$ cat config.mk
export PLATFORM = sky130hd
export DESIGN_NAME = uart_tx_arbiter
export DESIGN_NICKNAME = d
export VERILOG_FILES = /design/src/rtl/uart_tx_arbiter.sv
export SDC_FILE = /design/constraint.sdc
export NUM_CORES = 1
export LEC_CHECK = 0
export BUFFER_PORTS_ARGS = -buffer_cell sky130_fd_sc_hd__buf_2
export CORE_MARGIN = 3
export CORE_UTILIZATION = 49
export DETAILED_ROUTE_END_ITERATION = 8
export PLACE_DENSITY = 0.77
export SKIP_LAST_GASP = 1
export SLEW_MARGIN = 20
export SYNTH_ARGS = -nofsm -noshare
export SYNTH_HDL_FRONTEND = slang
export SYNTH_SLANG_ARGS = --single-unit
$ cat constraint.sdc
create_clock -name CLK100MHZ -period 3.45 [get_ports CLK100MHZ]
set_clock_uncertainty 0.05 [all_clocks]
set_input_delay 1.035 -clock CLK100MHZ [delete_from_list [all_inputs] [get_ports CLK100MHZ]]
set_output_delay 1.035 -clock CLK100MHZ [all_outputs]
set_load 0.03 [all_outputs]
$ cat src/rtl/uart_tx_arbiter.sv
// Round-robin, message-locked arbiter that shares one byte-wide UART transmitter
// between NUM_REQ requesters. A message is never interleaved with another requester's bytes.
module uart_tx_arbiter #(
    parameter int NUM_REQ      = 4,
    parameter int DATA_WIDTH   = 8,
    parameter int LOCK_TIMEOUT = 1024
) (
    input  logic                          CLK100MHZ,
    input  logic                          reset_n,
    input  logic [NUM_REQ-1:0]            req_valid,
    input  logic [NUM_REQ*DATA_WIDTH-1:0] req_data,
    input  logic [NUM_REQ-1:0]            req_last,
    output logic [NUM_REQ-1:0]            req_ready,
    output logic                          tx_en,
    output logic [DATA_WIDTH-1:0]         tx_data,
    input  logic                          tx_done,
    output logic [2:0]                    grant_id,
    output logic                          busy,
    output logic                          lock_drop,
    output logic [1:0]                    state_dbg
);

    localparam int CNT_W = $clog2(LOCK_TIMEOUT);

    typedef enum logic [1:0] {IDLE = 2'd0, SEND = 2'd1, GAP = 2'd2, HOLD = 2'd3} state_t;

    state_t                  state_q, state_d;
    logic [2:0]              last_grant_q;
    logic                    last_q;
    logic [CNT_W-1:0]        cnt_q;

    logic                    win_found;
    logic [2:0]              win_idx;
    logic [2:0]              sel_idx;
    logic [NUM_REQ-1:0]      sel_onehot;
    logic [DATA_WIDTH-1:0]   sel_data;
    logic                    sel_last;
    logic                    owner_valid;
    logic                    accept;
    logic                    timeout;

    assign state_dbg = state_q;

    // Round-robin search: the first valid requester after last_grant_q, wrapping.
    always_comb begin
        win_found = 1'b0;
        win_idx   = 3'd0;
        for (int i = 1; i <= NUM_REQ; i++) begin
            for (int k = 0; k < NUM_REQ; k++) begin
                if (!win_found && req_valid[k] && (k == (int'(last_grant_q) + i) % NUM_REQ)) begin
                    win_found = 1'b1;
                    win_idx   = 3'(k);
                end
            end
        end
    end

    // In HOLD only the lock owner may be selected; in IDLE the round-robin winner.
    always_comb begin
        sel_idx     = (state_q == HOLD) ? grant_id : win_idx;
        sel_onehot  = '0;
        sel_data    = '0;
        sel_last    = 1'b0;
        owner_valid = 1'b0;
        for (int k = 0; k < NUM_REQ; k++) begin
            if (k == int'(sel_idx)) begin
                sel_onehot[k] = 1'b1;
                sel_data      = req_data[k*DATA_WIDTH +: DATA_WIDTH];
                sel_last      = req_last[k];
            end
            if (k == int'(grant_id)) begin
                owner_valid = req_valid[k];
            end
        end
    end

    // Handshake: a byte moves on a rising edge where req_valid[k] and req_ready[k]
    // are both high; req_ready is combinational and never depends on tx_done.
    always_comb begin
        state_d   = state_q;
        req_ready = '0;
        accept    = 1'b0;
        timeout   = 1'b0;
        case (state_q)
            IDLE: begin
                if (win_found) begin
                    req_ready = sel_onehot;
                    accept    = 1'b1;
                    state_d   = SEND;
                end
            end
            SEND: begin
                if (tx_done) begin
                    state_d = GAP;
                end
            end
            GAP: begin
                state_d = last_q ? IDLE : HOLD;
            end
            HOLD: begin
                if (owner_valid) begin
                    req_ready = sel_onehot;
                    accept    = 1'b1;
                    state_d   = SEND;
                end else if (cnt_q == CNT_W'(LOCK_TIMEOUT - 1)) begin
                    timeout = 1'b1;
                    state_d = IDLE;
                end
            end
            default: state_d = IDLE;
        endcase
        if (!reset_n) begin
            req_ready = '0;
        end
    end

    always_ff @(posedge CLK100MHZ or negedge reset_n) begin
        if (!reset_n) begin
            state_q <= IDLE;
        end else begin
            state_q <= state_d;
        end
    end

    always_ff @(posedge CLK100MHZ or negedge reset_n) begin
        if (!reset_n) begin
            tx_en        <= 1'b0;
            tx_data      <= '0;
            grant_id     <= 3'd0;
            busy         <= 1'b0;
            lock_drop    <= 1'b0;
            last_grant_q <= 3'(NUM_REQ - 1);
            last_q       <= 1'b0;
            cnt_q        <= '0;
        end else begin
            lock_drop <= 1'b0;
            if (accept) begin
                tx_data  <= sel_data;
                tx_en    <= 1'b1;
                last_q   <= sel_last;
                grant_id <= sel_idx;
                busy     <= 1'b1;
            end
            if (state_q == SEND && tx_done) begin
                tx_en <= 1'b0;
            end
            if (state_q == GAP) begin
                if (last_q) begin
                    busy         <= 1'b0;
                    last_grant_q <= grant_id;
                end else begin
                    cnt_q <= '0;
                end
            end
            if (state_q == HOLD && !accept) begin
                if (timeout) begin
                    lock_drop    <= 1'b1;
                    busy         <= 1'b0;
                    last_grant_q <= grant_id;
                end else if (cnt_q != CNT_W'(LOCK_TIMEOUT - 1)) begin
                    cnt_q <= cnt_q + CNT_W'(1);
                end
            end
        end
    end

endmodule

==> key figures, run 1 <==
Setup path
  – CP top delay family: compound AO/OA/AOI/OAI gates
  – CP max stage delay: 280 ps
  – Worst EP required: ~2400 ps
  – Crit Path Max Fanout: 7
  – CP max-delay cell: o22a_2
  – Critical setup path kind: in2out
  – Critical path, cell by cell: buf_2 -> mux2i_1 -> o22a_2 -> a221oi_4 -> buf_4 -> nand2b_4 -> nor2_2 -> buf_4
  – Crit start category: primary input
  – CP bufs+invs: 3
  – Type of element capturing the critical path: output pin
  – Critical Path AT: between 2000 and 2500 ps
  – Most common cell type on the critical path: buf_4

Layout
  – Area grow syn2layout: 23.7%
  – Final net count: about 340
  – Final non-filler cell total: 345
  – Fraction of layout cells with a size suffix above 1: 0.373
  – Filler cells: between 300 and 400
  – Ant diodes: 0

Pwr
  – Sw frac: 0.490
  – Lkg Pwr: around 1.2 nW
  – Switching pwr: approximately 1.1 mW
  – Comb power frac: 0.621
  – Clock Power Share: 0.122
  – Internal Power: 1.14 mW
  – Sequential power share: 0.257
  – Worst vdd ir: between 0.5 and 0.6 mV
  – Power per cell area: roughly 860 nW/um^2

CTS
  – Clk_lat worst skew: 290 ps
  – Clock transition time at the flip-flop clock pins of the worst setup and hold paths: approximately 60 ps
  – CTS tree: built
  – Max Root-Sink Buffers: 2
  – Post-CTS Hold Fix Bufs: 0
  – Clock Tree Root: clkbuf_8
  – CTS Sinks: 29
  – H-tree levels: 2
  – CTS Buf Count: 5

Yosys
  – Gate Count Post-Synth: between 200 and 250
  – Mean area per synthesized cell: ~9.4 sq um
  – Largest cells by area after synthesis: dfrtp_1 (32%), nand4_1 (5.4%), o21ai_0 (5.2%)
  – Synth area leader: dfrtp_1
  – Top FF cell, synth: dfrtp_1
  – Async S/R FF share, synth: 1.00
  – Top-area cell type share of the netlist area: 0.322
  – Synth cell types: 61
  – Most common cell in the netlist: dfrtp_1
  – Sequential area share after synthesis: 0.347
  – Yosys warns: 0
  – Syn Nets: roughly 270
  – Yosys reg bits: 29
  – Synth cell count leaders: dfrtp_1 (27), o21ai_0 (22), nand4_1 (18), nand2_1 (14), nand3_1 (13)
  – Cell area after synthesis: 2100 sq um
  – Post-synth EDFFs: 0

Placement
  – RePlAce Congestion: around 0.86
  – Pre-CTS setup slack: 9.00 ps
  – IO buf count: 62
  – DP HPWL: between 4000 and 5000 um
  – Placed insts: approximately 340

Die
  – IO Pins: 63
  – Die H: 71.4 um
  – Core Rows: 23
  – Initial Utilization: 0.517
  – Core area: a little over 4000 sq um
  – Die area: 5100 sq um
  – Die span in x: between 70 and 80 um

Drt
  – Pre-Repair DR Iteration Count: 4
  – Routed Antenna Nets: 0
  – Routed Wire Length: ~5300 um
  – Vias: 2074
  – Starting DRT DRC Count: 111
  – Drt wl/cell: about 15 um
  – Drt drc: 0
  – Drt via density: ~6

Global route
  – Antenna violations before repair: 0
  – Vias in the first global route: 1917
  – Total global-route track usage: 0.216
  – First-pass GRT wire length: about 8600 um
  – Largest net degree at the start of global routing: 30
  – Remaining Overflow, GRT: 0

Timing
  – Worst-Margin Slew: 532 ps
  – Crit path time final: roughly 3400 ps
  – Setup TNS: 0 ps
  – Final worst-path cycle share: 0.993
  – Final hold violations: 0
  – Number of max-slew violations in the final report: 0
  – RSZ-0062 raised after global routing: true
  – Endpoints failing setup: 0
  – Fmax: just under 0.3 GHz
  – Slew headroom: 0.645
  – Setup ws final: 23.3 ps

Hold path
  – Worst Hold Class: reg2reg

Outcome
  – Outcome: complete, no violations

Job
  – Maxcap violations: 0
==> worst register-to-register path, cell delays in order, from the launching register on <==
cell      delay [ps]
dfrtp_1          430
ha_1             390
nand2b_1         120
o22a_2           230
buf_4            150
o21ai_2          450
nor2_1           220
a221o_1          360
==> path summary, 6_finish.rpt <==
path / from / to / slack, ps / depth (start not counted)
min reg2reg: busy / busy / 480 / 2
max in group asynchronous: reset_n / last_grant_q[1] / 2240 / 2
min in group asynchronous: reset_n / cnt_q[8] / 790 / 2
max reg2reg: state_dbg[0] / cnt_q[3] / 920 / 7
max: req_valid[1] / req_ready[2] / 20 / 8
min: busy / busy / 480 / 2
==> area by class of cell <==
type / count / area [sq um] / area share
clock buffer: 6 / 72.6 / 0.0280
clock inverter: 2 / 10.0 / 0.00386
inverter: 7 / 26.3 / 0.0101
multi-input combinational: 174 / 1260 / 0.486
sequential: 29 / 728 / 0.280
tap: 50 / 62.6 / 0.0241
timing repair buffer: 77 / 434 / 0.167
==> cell usage in the layout (no fill, tap or decap), types with 2 or more instances in the layout <==
cell type / Yosys / final
a211o_1: 2 / 2
xnor2_1: 2 / 2
ha_1: 5 / 5
nand2_1: 14 / 11
mux2_2: 4 / 4
nor4_1: 2 / 2
dfrtp_1: 27 / 27
nor2_2: 1 / 4
nand2_2: 0 / 3
dfstp_2: 2 / 2
a221o_1: 4 / 4
o21ai_0: 22 / 22
a21oi_1: 2 / 2
mux2i_1: 4 / 4
a211oi_1: 10 / 10
inv_1: 7 / 7
clkbuf_8: 0 / 5
nand2b_1: 5 / 4
nor3_1: 3 / 3
nor2b_1: 2 / 2
and2_1: 4 / 4
o21a_1: 4 / 4
nor2_1: 10 / 7
nand4b_1: 8 / 8
buf_2: 5 / 59
clkinv_2: 0 / 2
a22o_1: 3 / 3
buf_4: 1 / 17
nand3_1: 13 / 13
and3_1: 3 / 3
nand4_1: 18 / 18
==> power by group through the flow <==
stage | Clock (mW) | Sequential (mW) | Combinational [mW]
final | 0.272 | 0.574 | 1.39
after detailed placement | 0 | 0.577 | 1.34
after CTS | 0.275 | 0.575 | 1.34
after floorplan | 0 | 0.694 | 0.905
after global routing | 0.290 | 0.594 | 1.50
after global placement | 0 | 0.577 | 1.31
==> through the flow <==
stage	utilization	power, mW	hold slack, ps	area [sq um]
after floorplan	-	1.60	469	2110
after CTS	0.632	2.19	480	2560
after global placement	0.611	1.89	460	2480
final	0.640	2.23	481	2600
after global routing	0.640	2.39	508	2600
after detailed placement	0.611	1.91	469	2480
==> repair_timing <==
action | in CTS | in global routing
resized for setup | 0 | 12
endpoints found under the setup margin | 0 | 4
buffers inserted | 0 | 1
==> cell families after synthesis <==
kind of cell               count (synthesis)  synth area share
and+or+nand+nor                           92             0.256
buffers and inverters                     21            0.0620
adders and majority gates                  5            0.0298
DFF                                       29             0.347
xor gates and xnor gates                   3            0.0125
muxes                                      9            0.0513
AOI/OAI and AO/OA                         65             0.241
==> flip-flops by register name, indices dropped and copies added, names as in the netlist <==
name,flops
tx_data,8
last_grant_q,2
busy,1
state_dbg,2
last_q,1
tx_en,1
cnt_q,10
lock_drop,1
grant_id,3
==> layer usage <==
metal / global-route usage / up-vias / wire length [um]
li1: - / 1004 / -
met1: 0.270 / 995 / 2280
met2: 0.352 / 68 / 2660
met3: 0.0491 / 7 / 294
met4: 0.106 / 0 / 77
met5: 0 / - / 0
Note: power is estimated with default switching activity, not from simulation.
==> run 2: changes to the inputs <==
--- a/config.mk
+++ b/config.mk
@@ -5,11 +5,12 @@
 export SDC_FILE = /design/constraint.sdc
 export NUM_CORES = 1
 export LEC_CHECK = 0
+export ABC_AREA = 1
 export BUFFER_PORTS_ARGS = -buffer_cell sky130_fd_sc_hd__buf_2
 export CORE_MARGIN = 3
 export CORE_UTILIZATION = 49
 export DETAILED_ROUTE_END_ITERATION = 8
-export PLACE_DENSITY = 0.77
+export PLACE_DENSITY = 0.75
 export SKIP_LAST_GASP = 1
 export SLEW_MARGIN = 20
 export SYNTH_ARGS = -nofsm -noshare
==> key figures, run 2 <==
Drt
  – Routed Wire Length: 5950 um (+12%)
  – WL met2: 2870 um (+7.8%)
  – Drt wl/cell: 12.9 um (-16%)
  – Drt via density: 5.13 (-15%)
  – Starting DRT DRC Count: 110 (-0.90%)
  – Met1 WL: 2730 um (+20%)
  – Vias: 2374 (+14%)
  – DR top layer: met4
  – Met3 WL: 342 um (+16%)
  – Pre-Repair DR Iteration Count: 4 (unchanged)
  – Routed Antenna Nets: 0 (unchanged)
  – Drt drc: 0 (unchanged)

Timing
  – WHS: 457 ps (-23.4 ps)
  – Fmax: 0.261 GHz (-10%)
  – Crit path time final: 3830 ps (+399 ps)
  – Final hold violations: 0 (unchanged)
  – Number of max-slew violations in the final report: 0 (unchanged)
  – RSZ-0062 raised after global routing: true
  – Worst-Margin Slew: 498 ps (-34.3 ps)
  – Endpoints failing setup: 4 (+4)
  – Slew headroom: 0.667 (+0.0217)
  – Setup ws final: -376 ps (-399 ps)
  – Final worst-path cycle share: 1.11 (+0.116)

Die
  – Die H: 74.3 um (+4.0%)
  – Initial Utilization: 0.514 (-0.00276)
  – Core area: 4440 sq um (+9.5%)
  – IO Pins: 63 (unchanged)
  – Die span in x: 74.3 um (+4.0%)
  – Core Rows: 24 (+4.3%)
  – Die area: 5520 sq um (+8.2%)

Layout
  – Most frequent cells in the layout: buf_2 (54), nor2_1 (50), nand2_1 (46)
  – Biggest regs: cnt_q x10, tx_data x8, grant_id x3
  – Largest register FFs: 10 (unchanged)
  – Util after Layout: 0.718 (+0.0786)
  – Commonest non-fill, non-tap cell in the layout: buf_2
  – Area grow syn2layout: 39.7%
  – Final non-filler cell total: 463 (+34%)
  – Register bank with the most flops: cnt_q
  – Ant diodes: 0 (unchanged)
  – Fraction of layout cells with a size suffix above 1: 0.382 (+0.00911)
  – Final net count: 458 (+34%)

Setup path
  – Critical setup path kind: in2out
  – Critical path, cell by cell: buf_8 -> nand3_4 -> nand2_4 -> nor2_4 -> nand4_4 -> nor2_4 -> buf_6 -> nand4_1 -> nand2_1 -> inv_2 -> nand3_2 -> inv_2 -> nand2_2 -> inv_2 -> nand2_4 -> nand3_4 -> nor3_4 -> buf_6
  – Most common cell type on the critical path: inv_2
  – Crit start category: primary input
  – Type of element capturing the critical path: output pin
  – Critical Path AT: 2740 ps (+400 ps)
  – CP max stage delay: 200 ps (-80 ps)
  – CP max-delay cell: nor3_4
  – Worst Reg-to-Reg Cells: 24 (+17)
  – Worst EP required: 2360 ps (about the same)
  – Crit Path Max Fanout: 3 (-4)

Hold path
  – Hold Crit Depth: 2 (unchanged)
  – Worst Hold Class: reg2reg

Yosys
  – Yosys warns: 0 (unchanged)
  – Sequential area share after synthesis: 0.319 (-0.0285)
  – Simple-Gate Fraction of Synth Area: 0.409 (+0.152)
  – Most common cell in the netlist: nor2_1
  – Cell area after synthesis: 2290 sq um (+8.9%)
  – Top FF cell, synth: dfrtp_1
  – Post-Synth XOR/XNOR Area: 0.0307 (+0.0181)
  – Async S/R FF share, synth: 1.00 (unchanged)
  – Largest family of logic cells by synthesized area: simple AND/OR/NAND/NOR gates
  – Post-synthesis mux area share: 0.00438 (-0.0469)
  – Synth cell types: 41 (-33%)
  – Top-area cell type share of the netlist area: 0.296 (-0.0264)
  – Yosys reg bits: 29 (unchanged)
  – Mean area per synthesized cell: 7.37 sq um (-21%)
  – Largest cells by area after synthesis: dfrtp_1 (30%), nand4_1 (9.3%), nor2_1 (8.9%)
  – Synth area leader: dfrtp_1
  – Syn Nets: 358 (+32%)
  – Post-synth EDFFs: 0 (unchanged)
  – Complex-gate fraction of the synthesized area: 0.0854 (-0.156)
  – Synth cell count leaders: nor2_1 (54), nand2_1 (49), nand4_1 (34), inv_1 (30), dfrtp_1 (27)
  – Post-synthesis adder-cell area fraction: 0.0274 (-0.00245)
  – Gate Count Post-Synth: 310 (+38%)

CTS
  – Clk_lat worst skew: 280 ps (about the same)
  – Max Root-Sink Buffers: 2 (unchanged)
  – CTS tree: built
  – Clock Tree Root: clkbuf_8
  – Clock transition time at the flip-flop clock pins of the worst setup and hold paths: 60 ps (about the same)
  – H-tree levels: 2 (unchanged)
  – CTS Buf Count: 5 (unchanged)
  – CTS Sinks: 29 (unchanged)

Job
  – Maxcap violations: 0 (unchanged)

Global route
  – Vias in the first global route: 2170 (+13%)
  – First-pass GRT wire length: 9560 um (+11%)
  – Antenna violations before repair: 0 (unchanged)
  – Largest net degree at the start of global routing: 30 (unchanged)
  – Remaining Overflow, GRT: 0 (unchanged)
  – Total global-route track usage: 0.221 (+0.00492)

Placement
  – DP HPWL: 4330 um (+7.5%)
  – Placed insts: 439 (+31%)
  – RePlAce Congestion: 0.891 (+3.3%)
  – IO buf count: 62 (unchanged)

Pwr
  – Worst vdd ir: 0.675 mV (+24%)
  – Total power: 3.27 mW (+46%)
  – Lkg Pwr: 1.51 nW (+29%)
  – Power per cell area: 1020 nW/um^2 (+19%)

Outcome
  – Outcome: finished with violations
  – Failing checks: setup timing
-- run 2: logic make-up (layout without fill, tap and decap cells) --
group | Yosys count | in the layout
buf+inv | 47 | 148
xor+xnor | 8 | 8
compound gates | 33 | 33
fa+ha+maj | 5 | 5
flops | 29 | 29
simple gates | 187 | 187
mux | 1 | 1
-- run 2: what timing repair did --
action | CTS | global route
setup endpoints to repair | 4 | 4
cloned | 0 | 0
pin swaps | 15 | 13
hold buffers | 0 | 0
gates resized for setup | 26 | 14
hold endpoints to repair | 0 | 0
setup buffers | 10 | 6
-- run 2: worst paths after layout --
| kind | start | slack [ps] | to |
|---|---|---|---|
| setup / recovery | req_valid[2] | -380 | req_ready[3] |
| hold / removal | tx_data[6] | 460 | tx_data[6] |
| setup reg to reg | last_grant_q[0] | 420 | tx_data[1] |
| hold reg to reg | tx_data[6] | 460 | tx_data[6] |
| max in group asynchronous | reset_n | 2220 | last_grant_q[0] |
| min in group asynchronous | reset_n | 830 | cnt_q[3] |
-- run 2: layout make-up --
type                            count  area, sq um
Sequential cell                    29          728
Multi-Input combinational cell    234         1460
Timing Repair Buffer              104          707
Tap cell                           52         65.1
Clock inverter                      3         17.5
Fill cell                         364         1250
Inverter                           36          145
Clock buffer                        5         68.8
-- run 2: report_power, final --
part           switching [mW]  internal [mW]  leakage [nW]
Clock                   0.132          0.139        0.0439
Sequential              0.121          0.495         0.353
Combinational            1.46          0.922          1.11
Total                    1.72           1.56          1.51
-- run 2: metal layers --
| layer | GRT usage | up-vias |
|---|---|---|
| met1 | 0.302 | 1063 |
| met2 | 0.370 | 72 |
| met4 | 0.0257 | 0 |
| met3 | 0.0541 | 2 |
| met5 | 0 | - |
| li1 | - | 1237 |
-- run 2: worst max-delay path, delay by kind of cell --
kind / cells / cell delay, ps
buffers and inverters: 6 / 500
AND/OR/NAND/NOR: 12 / 1200
-- run 2: stage by stage --
step | cell area (sq um) | TNS, ps | setup slack (ps)
finish | 3190 | -1460 | -376
global route | 3190 | -2040 | -531
CTS | 3080 | -1410 | -398
detailed placement | 2810 | -1830 | -502
global placement | 2810 | -1560 | -429
floorplan | 2370 | -656 | -225
